==> src/rtl/lsu_if.sv <==
// Request/response bus between a processor and the load/store unit.
// The master issues requests and the slave (lsu) returns responses.
interface lsu_if;
    logic        req_valid;
    logic        req_ready;
    logic        req_we;
    logic [15:0] req_addr;
    logic [31:0] req_wdata;
    logic        rsp_valid;
    logic [31:0] rsp_rdata;
    logic        rsp_err;

    modport master (
        output req_valid, req_we, req_addr, req_wdata,
        input  req_ready, rsp_valid, rsp_rdata, rsp_err
    );

    modport slave (
        input  req_valid, req_we, req_addr, req_wdata,
        output req_ready, rsp_valid, rsp_rdata, rsp_err
    );
endinterface

==> src/rtl/lsu.sv <==
// Load/store unit: accepts one request at a time, sequences a combinational
// read or a single-cycle write strobe to data memory, then returns a
// one-cycle response. All outputs are registered.
module lsu (
    input  logic        clk,
    input  logic        rst,
    lsu_if.slave        bus,
    output logic [15:0] read_addr,
    input  logic [31:0] read_data,
    output logic [15:0] write_addr,
    output logic [31:0] write_data,
    output logic        dm_we,
    output logic [15:0] ld_cnt,
    output logic [15:0] st_cnt
);

    // Highest word address that may be accessed; anything above is rejected.
    localparam logic [15:0] MAX_ADDR = 16'hFFFC;

    typedef enum logic [2:0] {
        IDLE,
        RD_WAIT,
        RD_CAPT,
        WR_SETUP,
        WR_PULSE,
        WR_HOLD,
        RESP
    } state_t;

    state_t state;
    logic   we_q;
    logic   err_q;
    logic   addr_bad;

    assign addr_bad = (bus.req_addr > MAX_ADDR);

    // Sequencer: ready is high exactly while idle; the response pulse is
    // registered from the RESP state so it lands the cycle after RESP.
    // An in-flight write strobe keeps its address/data through reset so the
    // falling strobe still commits to the intended location.
    always_ff @(posedge clk) begin
        if (rst) begin
            state         <= IDLE;
            bus.req_ready <= 1'b1;
            bus.rsp_valid <= 1'b0;
            bus.rsp_err   <= 1'b0;
            bus.rsp_rdata <= 32'h0;
            dm_we         <= 1'b0;
            read_addr     <= 16'h0;
            ld_cnt        <= 16'h0;
            st_cnt        <= 16'h0;
            we_q          <= 1'b0;
            err_q         <= 1'b0;
            if (!dm_we) begin
                write_addr <= 16'h0;
                write_data <= 32'h0;
            end
        end else begin
            bus.rsp_valid <= 1'b0;
            bus.rsp_err   <= 1'b0;
            case (state)
                IDLE: begin
                    if (bus.req_valid && bus.req_ready) begin
                        bus.req_ready <= 1'b0;
                        we_q          <= bus.req_we;
                        err_q         <= addr_bad;
                        if (addr_bad) begin
                            state <= RESP;
                        end else if (bus.req_we) begin
                            write_addr <= bus.req_addr;
                            write_data <= bus.req_wdata;
                            state      <= WR_SETUP;
                        end else begin
                            read_addr <= bus.req_addr;
                            state     <= RD_WAIT;
                        end
                    end
                end
                RD_WAIT: begin
                    state <= RD_CAPT;
                end
                RD_CAPT: begin
                    bus.rsp_rdata <= read_data;
                    state         <= RESP;
                end
                WR_SETUP: begin
                    dm_we <= 1'b1;
                    state <= WR_PULSE;
                end
                WR_PULSE: begin
                    dm_we <= 1'b0;
                    state <= WR_HOLD;
                end
                WR_HOLD: begin
                    state <= RESP;
                end
                RESP: begin
                    bus.rsp_valid <= 1'b1;
                    bus.rsp_err   <= err_q;
                    bus.req_ready <= 1'b1;
                    state         <= IDLE;
                    if (err_q) begin
                        if (!we_q) begin
                            bus.rsp_rdata <= 32'h0;
                        end
                    end else if (we_q) begin
                        st_cnt <= st_cnt + 16'd1;
                    end else begin
                        ld_cnt <= ld_cnt + 16'd1;
                    end
                end
                default: begin
                    state         <= IDLE;
                    bus.req_ready <= 1'b1;
                    dm_we         <= 1'b0;
                end
            endcase
        end
    end

endmodule

==> src/flat_wrapper.sv <==
// flat-port wrapper written by rule: the top's interface ports become plain ports
module lsu_flat 
  (clk, rst, read_addr, read_data, write_addr, write_data, dm_we, ld_cnt, st_cnt, bus_req_valid, bus_req_we, bus_req_addr, bus_req_wdata, bus_req_ready, bus_rsp_valid, bus_rsp_rdata, bus_rsp_err);
  lsu_if bus_i ();
  input  logic clk;
  input  logic rst;
  output logic [15:0] read_addr;
  input  logic [31:0] read_data;
  output logic [15:0] write_addr;
  output logic [31:0] write_data;
  output logic dm_we;
  output logic [15:0] ld_cnt;
  output logic [15:0] st_cnt;
  input wire logic [$bits(bus_i.req_valid)-1:0] bus_req_valid;
  input wire logic [$bits(bus_i.req_we)-1:0] bus_req_we;
  input wire logic [$bits(bus_i.req_addr)-1:0] bus_req_addr;
  input wire logic [$bits(bus_i.req_wdata)-1:0] bus_req_wdata;
  output wire logic [$bits(bus_i.req_ready)-1:0] bus_req_ready;
  output wire logic [$bits(bus_i.rsp_valid)-1:0] bus_rsp_valid;
  output wire logic [$bits(bus_i.rsp_rdata)-1:0] bus_rsp_rdata;
  output wire logic [$bits(bus_i.rsp_err)-1:0] bus_rsp_err;
  assign bus_i.req_valid = bus_req_valid;
  assign bus_i.req_we = bus_req_we;
  assign bus_i.req_addr = bus_req_addr;
  assign bus_i.req_wdata = bus_req_wdata;
  assign bus_req_ready = bus_i.req_ready;
  assign bus_rsp_valid = bus_i.rsp_valid;
  assign bus_rsp_rdata = bus_i.rsp_rdata;
  assign bus_rsp_err = bus_i.rsp_err;
  lsu u_core (.clk(clk), .rst(rst), .bus(bus_i), .read_addr(read_addr), .read_data(read_data), .write_addr(write_addr), .write_data(write_data), .dm_we(dm_we), .ld_cnt(ld_cnt), .st_cnt(st_cnt));
endmodule
==> config.mk <==
export PLATFORM = sky130hd
export DESIGN_NAME = lsu_flat
export DESIGN_NICKNAME = d
export VERILOG_FILES = /design/src/rtl/lsu_if.sv /design/src/rtl/lsu.sv /design/src/flat_wrapper.sv
export SDC_FILE = /design/constraint.sdc
export NUM_CORES = 1
export LEC_CHECK = 0
export ABC_AREA = 1
export CORE_MARGIN = 3
export CORE_UTILIZATION = 44
export DETAILED_ROUTE_END_ITERATION = 16
export HOLD_SLACK_MARGIN = 0.08
export PLACE_DENSITY = 0.78
export SLEW_MARGIN = 40
export SYNTH_ARGS = -nofsm -noshare
export SYNTH_HDL_FRONTEND = slang
export SYNTH_SLANG_ARGS = --single-unit
==> constraint.sdc <==
create_clock -name clk -period 4.9 [get_ports clk]
set_input_delay 1.225 -clock clk [delete_from_list [all_inputs] [get_ports clk]]
set_output_delay 1.225 -clock clk [all_outputs]
set_load 0.01 [all_outputs]
* Yosys cells after proc, flatten, opt, wreduce, memory -nomap -nowiden
Index checks and enable logic that the tools add are counted.
Storage, ports and cells: flip-flop bits (word level) 137, input bits 84
Cells by class: add/subtract/negate cells 2, order comparisons 1, equality and inequality tests 11, mux-type cells 23, bitwise logic cells 6, reductions and logical operators 17
Operators with widths (number):
- two-way mux 32 bit | 8
- two-way mux 16 bit | 6
- case mux 32 bit (2 select lines) | 1
- adder 16 x 1 -> 16 bit, second input constant | 2
- > comparator 16 bit, second input constant | 1
- case mux 3 bit (5 select lines) | 1
- OR reduction 5 bit | 2
- equality test 3 bit, second input constant | 3
- AND reduction 3 bit | 3
- nonzero test 2 bit | 4
- equality test 3 x 2 -> 1 bit, second input constant | 2
- two-way mux 3 bit | 2
- != test 2 bit, second input constant | 3
- inverter 1 bit | 6
- AND reduction 5 bit | 1
- != test 2 x 1 -> 1 bit, second input constant | 2
- case mux 1 bit (2 select lines) | 2
- AND reduction 2 bit | 2
- AND reduction 4 bit | 1
- OR reduction 2 bit | 2
- equality test 3 x 1 -> 1 bit, second input constant | 1
- zero test 3 bit | 1
- two-way mux 1 bit | 2
- two-way mux 2 bit | 1
- logical AND 1 bit | 1

* Longest topological paths before layout
depth in word-level cells 5, mapped depth 10, gate-level depth less buffers 9

* Worst setup path before layout
No wires, ideal clock.
kind input-to-reg, from input port bus_req_valid, to register u_core.write_addr[0], enable pin, library setup time 471 ps, data arrival time 4135 ps, data required time 4429 ps, setup slack 294 ps, stages on the path 5, cells stage by stage nand2_1 -> nor2_2 -> buf_2 -> nand3_1 -> o22ai_1
On the way: word-level cells in the longest chain between the ends 3
RTL lines:
- start: declaration | RTL line flat_wrapper.sv:14 | input wire logic [$bits(bus_i.req_valid)-1:0] bus_req_valid;
- logical AND 1 bit | RTL line lsu.sv:63 | if (bus.req_valid && bus.req_ready) begin
- nonzero test 2 bit (no source line)
- AND reduction 5 bit (no source line)
- end signal: assignment | RTL line lsu.sv:70 | write_addr <= bus.req_addr;
- end: declaration | RTL line lsu.sv:10 | output logic [15:0] write_addr,
No other way between the ends. A chain may end at the register's enable or synchronous reset.

* Worst setup path in the final report
from input port bus_req_valid, to register u_core.write_addr[14], enable pin
Same word-level chain as after synthesis.

==> impl_metrics.ini <==
[min_path]
hold_start = u_core.bus.rsp_rdata[18]$_SDFFE_PP0P_
hp-class = reg -> reg

[floorplan]
io_pins = 216
num_rows = 40
start_util_pct = 46.2
dieArea_um2 = 14300
die_h_um = 120
core_area_um2 = 12300
fp.dieW_um = 120

[power]
power.share.switching_pct = 27.6
combPwrFrac_pct = 24.4
seq_power_share_pct = 40.7
p_sw_mw = 0.971
ir_worst_vdd_mv = 0.219
finalPower_mw = 3.52
p_int_mw = 2.55
pwr-share-clk_pct = 34.9
p_leak_nw = 3.48
powerDensity_nw_per_um2 = 410

[logic_synthesis]
yosys_warnings = 0
ys.flop_type = dfxtp_1
syn_avg_cell_area_um2 = 8.00
ys_ff_latch = 137
synthesis.nets = 797
synth_edf_count = 48
syn_inst = 711
yosysTopAreaCell = dfxtp_1
async_flop_share_pct = 0
seq_area_frac_synth_pct = 56.7
netlist_area_um2 = 5690
synth_cell_type_count = 30
synth_area_leaders = dfxtp_1 (31%), edfxtp_1 (25%), nand2_1 (11%)
synth.top_cell.area_share_pct = 31.3

[route]
drtAntennaViolNets = 0
vias = 5198
firstDrtPassIters = 4
initialDrtViolationCount = 340
wl_per_cell_um = 13.4
drt_wl_total_mm = 14.8
drt-vias-per-instance = 4.70
drc = 0

[sta]
finalCriticalPeriod_ps = 2970
worst_slew_pin_slew_ps = 773
fin_ws_ps = 1930
setup_viol = 0
rsz0062_at_grt = false
slew_headroom_pct = 48.5
skew_ps = 7.80
fmax_mhz = 337
min_period_over_period_pct = 60.5
setup_tns_ps = 0
finalHoldViolations = 0
slew_viol_final = 0

[worst_setup_path]
end_kind = register
worst-path-max-fanout = 48
required_ps = 4940
criticalPathCategory = in -> reg
cp-start-kind = input pin
critPathMaxStageDelay_ps = 520
cp_top_family = buffers and inverters
timing.rr.start = u_core.state[2]$_SDFFE_PP0P_
slowest_stage = buf_4
path_cells = clkdlybuf4s50_1, nand2_1, nor2_2, buf_4, nand3_1, o22ai_4, buf_4
crit_top_cell = buf_4
crit_arrival_ps = 3010
crit_buf_inv = 3
cp-startpoint = bus_req_valid

[final_layout]
num_antenna_cells = 0
finalCoreUtilization_pct = 69.8
fin_nets = 1012
multi_input_area_um2 = 1910
area_growth_pct = 51.1
drive_above_1_share_pct = 5.43
fillCellCount = 1000
final_area_um2 = 8590
seqCellArea_um2 = 3220

[grt]
grt_pass1_wl_mm = 23.8
grt_max_degree = 102
grt_pass1_vias = 4916
overflow = 0
grt_usage_pct = 20.6
antenna_found_initial = 0

[cts]
clock-sinks = 137
post-cts-setup-buffers = 0
cts_buffer_depth = 2
clk_pin_slew_ps = 60
cts-hold-fix-buffers = 0
cts_buffers = 17
root_buffer = clkbuf_16
clkLatencyLatePin_ps = 410
cts-htree-levels = 4
cts_tree = done
post_cts_resized = 0

[placed_design]
finalWeightedCongestion = 0.812
dpl.hpwl_mm = 10.6
portBuffers = 215
place_area_um2 = 8010
detailedPlace.worstSlack_ps = 1490

[job]
cap_violations = 0

[status]
status = completed
sequential cells by signal, indices dropped and copies added, names as in the netlist:
name / flops
u_core.bus.rsp_valid: 1
u_core.write_addr: 16
u_core.read_addr: 16
u_core.write_data: 32
u_core.st_cnt: 16
u_core.state: 3
u_core.ld_cnt: 16
u_core.bus.req_ready: 1
u_core.bus.rsp_rdata: 32
u_core.bus.rsp_err: 1
u_core.we_q: 1
u_core.err_q: 1
u_core.dm_we: 1
tightest hold or removal path, cell delays in order (launching register included):
cell and delay [ps]:
dfxtp_1 310, nand2_1 60, a21oi_1 50
layout by cell type (no fill, tap or decap), types with 8 or more instances in the layout:
cell / n
clkbuf_16: 18
dfxtp_1: 89
nor2_1: 114
nand2_1: 170
nand3_1: 18
nand4_1: 22
o21ai_0: 9
a21oi_1: 54
buf_4: 8
nor3_1: 13
edfxtp_1: 48
clkdlybuf4s50_1: 214
inv_1: 116
worst paths after layout:
| check | end | slack (ps) | depth (start not counted) |
|---|---|---|---|
| max | u_core.write_addr[14]$_SDFFCE_PP0P_ | 1930 | 7 |
| max reg2reg | u_core.write_addr[14]$_SDFFCE_PP0P_ | 2630 | 7 |
| min | u_core.bus.rsp_rdata[18]$_SDFFE_PP0P_ | 460 | 2 |
| min reg2reg | u_core.bus.rsp_rdata[18]$_SDFFE_PP0P_ | 460 | 2 |
area by class of cell:
cell class | instances | share of cell area (%)
Inverter | 120 | 5.24
Clock inverter | 7 | 0.757
Timing Repair Buffer | 223 | 25.8
Multi-Input combinational cell | 427 | 22.3
Sequential cell | 137 | 37.5
Clock buffer | 25 | 6.02
Tap cell | 168 | 2.45
power by group through the flow:
stage                     clock network, mW  registers, mW  logic (mW)
final                                  1.23           1.43       0.859
after global routing                   1.30           1.45       0.943
after CTS                              1.25           1.44       0.871
after detailed placement                  0           1.46       0.867
after global placement                    0           1.45       0.857
after floorplan                           0           1.53       0.349
metal layers:
metal | routed length (µm) | GRT usage [%]
met3 | 1190 | 6.83
met4 | 230 | 6.87
met2 | 6960 | 33.7
met5 | 0 | 0
met1 | 6440 | 25.7
logic make-up after synthesis:
logic type	after synthesis	share of synthesized area, %
and+or+nand+nor	348	25.4
buffers and inverters	147	9.97
DFF	137	56.7
AOI/OAI and AO/OA	71	6.58
xor gates and xnor gates	6	0.924
adders and majority gates	2	0.440
synthesized netlist by cell type, drive strengths merged (2+ instances only):
| master | instances |
|---|---|
| a21oi | 54 |
| buf | 12 |
| clkbuf | 15 |
| clkinv | 2 |
| dfxtp | 89 |
| edfxtp | 48 |
| ha | 2 |
| inv | 118 |
| nand2 | 170 |
| nand3 | 20 |
| nand4 | 22 |
| nor2 | 120 |
| nor3 | 13 |
| o21ai | 10 |
| o21bai | 2 |
| xnor2 | 4 |
| xor2 | 2 |
metrics by stage:
stage	hold WS, ps	instances
final	457	1107
after global routing	470	1107
after CTS	460	1107
after detailed placement	453	1075
after global placement	447	1075
after floorplan	483	711
(Power assumes the default switching activity.)
